$ cat config.mk
export PLATFORM = sky130hd
export DESIGN_NAME = ad_sample_buffer
export DESIGN_NICKNAME = d
export VERILOG_FILES = /design/src/rtl/ad_sample_buffer.sv
export SDC_FILE = /design/constraint.sdc
export NUM_CORES = 1
export LEC_CHECK = 0
export ABC_AREA = 0
export CAP_MARGIN = 10
export CORE_ASPECT_RATIO = 1.25
export CORE_MARGIN = 4
export CORE_UTILIZATION = 54
export DETAILED_ROUTE_END_ITERATION = 10
export PLACE_DENSITY = 0.75
export SLEW_MARGIN = 20
export SYNTH_ARGS = -nofsm -noshare
export SYNTH_HDL_FRONTEND = slang
export SYNTH_SLANG_ARGS = --single-unit
$ cat constraint.sdc
create_clock -name clk_150_0 -period 3.01 [get_ports clk_150_0]
set_input_delay 0.7525 -clock clk_150_0 [delete_from_list [all_inputs] [get_ports clk_150_0]]
set_output_delay 0.7525 -clock clk_150_0 [all_outputs]
set_load 0.02 [all_outputs]
$ cat src/rtl/ad_sample_buffer.sv
// ad_sample_buffer: 16-word sample FIFO between the ADC capture path and the
// DDR controller. Samples arrive in offset-binary and are stored as
// sign-extended two's-complement words. A burst FSM raises
// fifo_ad_full_flag once BURST_LEN words are available. The flag stays up
// until the consumer has taken exactly BURST_LEN reads.
module ad_sample_buffer #(
  parameter int BURST_LEN = 8,
  parameter int DEPTH     = 16
) (
  input  logic        clk_150_0,
  input  logic        reset_syn,
  input  logic [11:0] ad_data,
  input  logic        ad_valid,
  input  logic        ad_enable,
  output logic        fifo_ad_full_flag,
  input  logic        fifo_ad_rreq,
  output logic [15:0] fifo_ad_r_data,
  output logic [4:0]  level,
  output logic        overflow
);

  localparam logic [4:0] FULL_LVL  = 5'(DEPTH);
  localparam logic [4:0] BURST_LVL = 5'(BURST_LEN);
  localparam logic [3:0] LAST_CNT  = 4'(BURST_LEN - 1);

  typedef enum logic {
    IDLE  = 1'b0,
    ARMED = 1'b1
  } burstState_t;

  logic [15:0] mem_q [DEPTH];
  logic [3:0]  wrPtr_q;
  logic [3:0]  rdPtr_q;
  logic [4:0]  level_q;
  logic [4:0]  level_d;
  logic [15:0] rData_q;
  logic        overflow_q;
  logic [3:0]  burstCnt_q;
  burstState_t state_q;

  logic        wrAccept;
  logic        rdAccept;
  logic        wrAttempt;
  logic [15:0] convWord;

  // Flip the offset-binary MSB to get two's complement, then sign-extend.
  assign convWord  = {{5{~ad_data[11]}}, ~ad_data[11], ad_data[10:0]};

  assign wrAttempt = ad_valid & ad_enable;
  assign wrAccept  = wrAttempt & (level_q != FULL_LVL);
  assign rdAccept  = fifo_ad_rreq & (level_q != 5'd0);

  // Net occupancy change: +1 on write only, -1 on read only, 0 otherwise.
  always_comb begin
    level_d = level_q;
    if (wrAccept && !rdAccept) begin
      level_d = level_q + 5'd1;
    end else if (rdAccept && !wrAccept) begin
      level_d = level_q - 5'd1;
    end
  end

  // Sample storage; contents are don't-care after reset so no reset here.
  always_ff @(posedge clk_150_0) begin
    if (wrAccept) begin
      mem_q[wrPtr_q] <= convWord;
    end
  end

  // Pointers, occupancy, registered read data and sticky overflow.
  always_ff @(posedge clk_150_0 or posedge reset_syn) begin
    if (reset_syn) begin
      wrPtr_q    <= '0;
      rdPtr_q    <= '0;
      level_q    <= '0;
      rData_q    <= '0;
      overflow_q <= 1'b0;
    end else begin
      level_q <= level_d;
      if (wrAccept) begin
        wrPtr_q <= wrPtr_q + 4'd1;
      end
      if (rdAccept) begin
        rdPtr_q <= rdPtr_q + 4'd1;
        rData_q <= mem_q[rdPtr_q];
      end
      if (wrAttempt && (level_q == FULL_LVL)) begin
        overflow_q <= 1'b1;
      end
    end
  end

  // Burst FSM: arm on a full burst, count consumer reads, disarm on the last.
  always_ff @(posedge clk_150_0 or posedge reset_syn) begin
    if (reset_syn) begin
      state_q    <= IDLE;
      burstCnt_q <= '0;
    end else begin
      case (state_q)
        IDLE: begin
          if (level_q >= BURST_LVL) begin
            state_q    <= ARMED;
            burstCnt_q <= '0;
          end
        end
        ARMED: begin
          if (rdAccept) begin
            if (burstCnt_q == LAST_CNT) begin
              state_q    <= IDLE;
              burstCnt_q <= '0;
            end else begin
              burstCnt_q <= burstCnt_q + 4'd1;
            end
          end
        end
        default: begin
          state_q    <= IDLE;
          burstCnt_q <= '0;
        end
      endcase
    end
  end

  assign fifo_ad_full_flag = (state_q == ARMED);
  assign fifo_ad_r_data    = rData_q;
  assign level             = level_q;
  assign overflow          = overflow_q;

endmodule
==> flow_metrics.env, run 1 <==
export IMPL_status="finished clean"
export IMPL_synth_top_family_by_area="multiplexers"
export IMPL_p_int_uw=6730
export IMPL_finalCriticalPeriod_ns=2.73
export IMPL_num_rows=51
export IMPL_power_density_nw_per_um2=919
export IMPL_final_max_slew_viol_count=0
export IMPL_synth_top_area_share_pct=65.5
export IMPL_ys_flop_type="edfxtp_1"
export IMPL_worstPathRequired_ns=3.42
export IMPL_synthMuxAreaShare_pct=14.2
export IMPL_synth_area_top_cells="edfxtp_1 (66%), mux4_2 (13%), dfrtp_1 (8.8%), mux2i_1 (1.5%), ha_1 (1.4%)"
export IMPL_cts_clk_slew_worst_paths_ns=0.06
export IMPL_diodes=0
export IMPL_final_util_pct=65.7
export IMPL_synth_area_sq_um=8800
export IMPL_hold_class="reg2reg"
export IMPL_yosys_warnings=0
export IMPL_cts_path_max_buffers=3
export IMPL_clock_sinks=223
export IMPL_crit_family="adder cells"
export IMPL_drt_wl_total_mm=17.3
export IMPL_grt_pass1_wl_mm=27.3
export IMPL_cts_tree="built"
export IMPL_synth_edf_count=192
export IMPL_synth_fa_ha_area_share_pct=1.65
export IMPL_cpMaxStageDelayCell="or4_1"
export IMPL_port_buffers=39
export IMPL_dr_pass1_iters=5
export IMPL_synth_compound_area_share_pct=3.95
export IMPL_cts_made_buffers=22
export IMPL_maxSlewHeadroom_pct=57.8
export IMPL_power_clock_fraction_pct=28.1
export IMPL_fp_dieH_um=151
export IMPL_power_switching_uw=2800
export IMPL_cts_resized=0
export IMPL_yosysMostFrequentCell="edfxtp_1"
export IMPL_track_usage_pct=20.0
export IMPL_hpwl_mm=11.5
export IMPL_ant_nets=0
export IMPL_crit_fanout=6
export IMPL_cp_start_kind="register"
export IMPL_syn_inst=445
export IMPL_ctsHoldBuffers=0
export IMPL_crit_buf_inv=2
export IMPL_syn_area_per_cell_sq_um=19.8
export IMPL_synth_seq_area_share_pct=74.4
export IMPL_synthArstFlopShare_pct=13.9
export IMPL_cp_cell_sequence="or4_1, o21a_2, inv_2, ha_1, inv_1, fa_1, a21o_1, a21oi_1, mux2i_1, xnor2_1"
export IMPL_tightest_slew_ns=0.633
export IMPL_gr_total_overflow=0
export IMPL_irDropWorstVdd_mv=0.585
export IMPL_cts_setup_buffers=0
export IMPL_fin_area_sq_um=10400
export IMPL_gp_congestion=0.804
export IMPL_grt_pass1_vias=4828
export IMPL_die_area_sq_um=18400
export IMPL_root_buffer="clkbuf_16"
export IMPL_drc=0
export IMPL_yosysTopAreaCell="edfxtp_1"
export IMPL_cp_end_kind="register"
export IMPL_initialDrtViolationCount=352
export IMPL_finalPower_uw=9530
export IMPL_vias=4454
export IMPL_grt_max_degree=32
export IMPL_combPwrFrac_pct=29.7
export IMPL_yosys_top_cells_count="edfxtp_1 (192), mux4_2 (49), dfrtp_1 (31), nand2_1 (19), nor2_1 (14)"
export IMPL_clock_latency_ns=0.49
export IMPL_crit_type="reg2reg"
export IMPL_timing_setup_tns_ns=0
export IMPL_synth_simple_gate_area_share_pct=2.53
export IMPL_syn_nets=473
export IMPL_arrival_ns=3.14
export IMPL_finClkSkew_ns=0.0126
export IMPL_place_ws_ns=0.0551
export IMPL_max_freq_ghz=0.366
export IMPL_hold_violations=0
export IMPL_place_area_sq_um=9640
export IMPL_core_sq_um=15800
export IMPL_ios=40
export IMPL_layout_nets=553
export IMPL_drive_above_1_share_pct=24.6
export IMPL_timing_final_crit_share_pct=90.7
export IMPL_power_leakage_uw=0.00359
export IMPL_finalWorstSetupSlack_ns=0.280
export IMPL_seq_power_share_pct=42.3
export IMPL_ys_ff_latch=223
export IMPL_viasPerCell=5.92
export IMPL_wl_per_cell_um=22.9
export IMPL_setup_viol=0
export IMPL_slowest_delay_ns=0.54
export IMPL_area_growth_pct=17.8
export IMPL_chipWidth_um=122
export IMPL_maxCapViolCount=0
export IMPL_rsz0062_at_grt="no"
export IMPL_start_util_pct=55.8
export IMPL_synth_xor_area_share_pct=0.996
export IMPL_cts_htree_levels=1
export IMPL_antenna_found_initial=0
export IMPL_switching_share_pct=29.4
export IMPL_synth_cell_types=37
-- cell usage in the layout, fill, tap and decap left out, drive strengths merged --
cell type	synthesis	final
buf	21	45
or2	1	1
a41o	1	1
mux2i	13	13
mux2	1	1
clkbuf	7	33
nor4	1	1
a31oi	2	2
clkinv	0	4
fa	1	1
inv	10	11
a211oi	11	11
xor2	1	1
nand3	3	3
edfxtp	192	192
o21a	1	1
o21ai	5	5
xnor2	9	9
clkdlybuf4s50	0	39
a21oi	4	4
nor2	14	14
dfrtp	31	31
bufinv	0	2
a21o	13	13
nor3	5	5
mux4	49	49
or4	2	2
nand2	19	19
ha	10	10
o22ai	11	11
nand4	2	2
nand2b	3	3
o211ai	1	1
o41a	1	1
-- per-layer routing --
metal,GRT usage (%),routed length [um],up-vias
li1,-,-,1951
met1,25.6,6500,2298
met2,35.5,9290,169
met3,3.16,1060,36
met4,5.66,429,0
met5,0,0,-
-- path summary, 6_finish.rpt --
path / from / end / slack, ns / cells after the start
setup / recovery: level[0] / level[4] / 0.28 / 10
setup reg to reg: level[0] / level[4] / 0.28 / 10
hold / removal: fifo_ad_r_data[8] / fifo_ad_r_data[8] / 0.48 / 1
min in group asynchronous: reset_syn / level[1] / 0.67 / 3
max in group asynchronous: reset_syn / rdPtr_q[1] / 2.00 / 3
hold reg to reg: fifo_ad_r_data[8] / fifo_ad_r_data[8] / 0.48 / 1
-- power groups by stage --
stage | clock network, uW | registers [uW] | logic [uW]
floorplan | 0 | 4080 | 1920
global placement | 0 | 4060 | 2760
detailed placement | 0 | 4090 | 2840
CTS | 2720 | 4030 | 2880
global route | 2870 | 4070 | 3070
finish | 2680 | 4030 | 2830
-- logic make-up after synthesis --
family          Yosys count
fa+ha+maj                11
xor+xnor                 10
simple gates             50
buf+inv                  38
compound gates           50
flops                   223
mux                      63
-- per-stage QoR --
stage | hold WS [ns] | instances
final | 0.476 | 753
after global routing | 0.501 | 753
after CTS | 0.484 | 753
after detailed placement | 0.470 | 713
after global placement | 0.460 | 713
after floorplan | 0.473 | 445
-- worst register-to-register path, stage by stage (launching register included) --
cell     delay [ns]
dfrtp_1        0.45
or4_1          0.54
o21a_2         0.22
inv_2          0.05
ha_1           0.15
inv_1          0.11
fa_1           0.43
a21o_1         0.17
a21oi_1        0.16
mux2i_1        0.23
xnor2_1        0.13
-- state kept, by name, indices dropped and copies added, names as in the netlist --
signal / flops
overflow: 1
fifo_ad_r_data: 12
mem_q: 192
level: 5
wrPtr_q: 4
fifo_ad_full_flag: 1
burstCnt_q: 4
rdPtr_q: 4
-- layout make-up --
| class | instances | area [sq um] |
|---|---|---|
| clock buffer | 33 | 623 |
| multi-input combinational | 184 | 2070 |
| inverter | 10 | 37.5 |
| clock inverter | 7 | 96.3 |
| tap | 212 | 265 |
| fill | 1048 | 5400 |
| timing repair buffer | 84 | 728 |
| sequential | 223 | 6540 |
(Power assumes the default switching activity.)
==> inputs of run 2 (changes only) <==
SKIP_CTS_REPAIR_TIMING = 1   (was not set)
==> results of run 2 <==
The final DEF is identical to that of run 1; final timing and power are the same.
==> inputs of run 3 (changes only) <==
SKIP_CTS_REPAIR_TIMING = not set   (was 1)
==> results of run 3 <==
The final DEF is identical to that of run 1; final timing and power are the same.
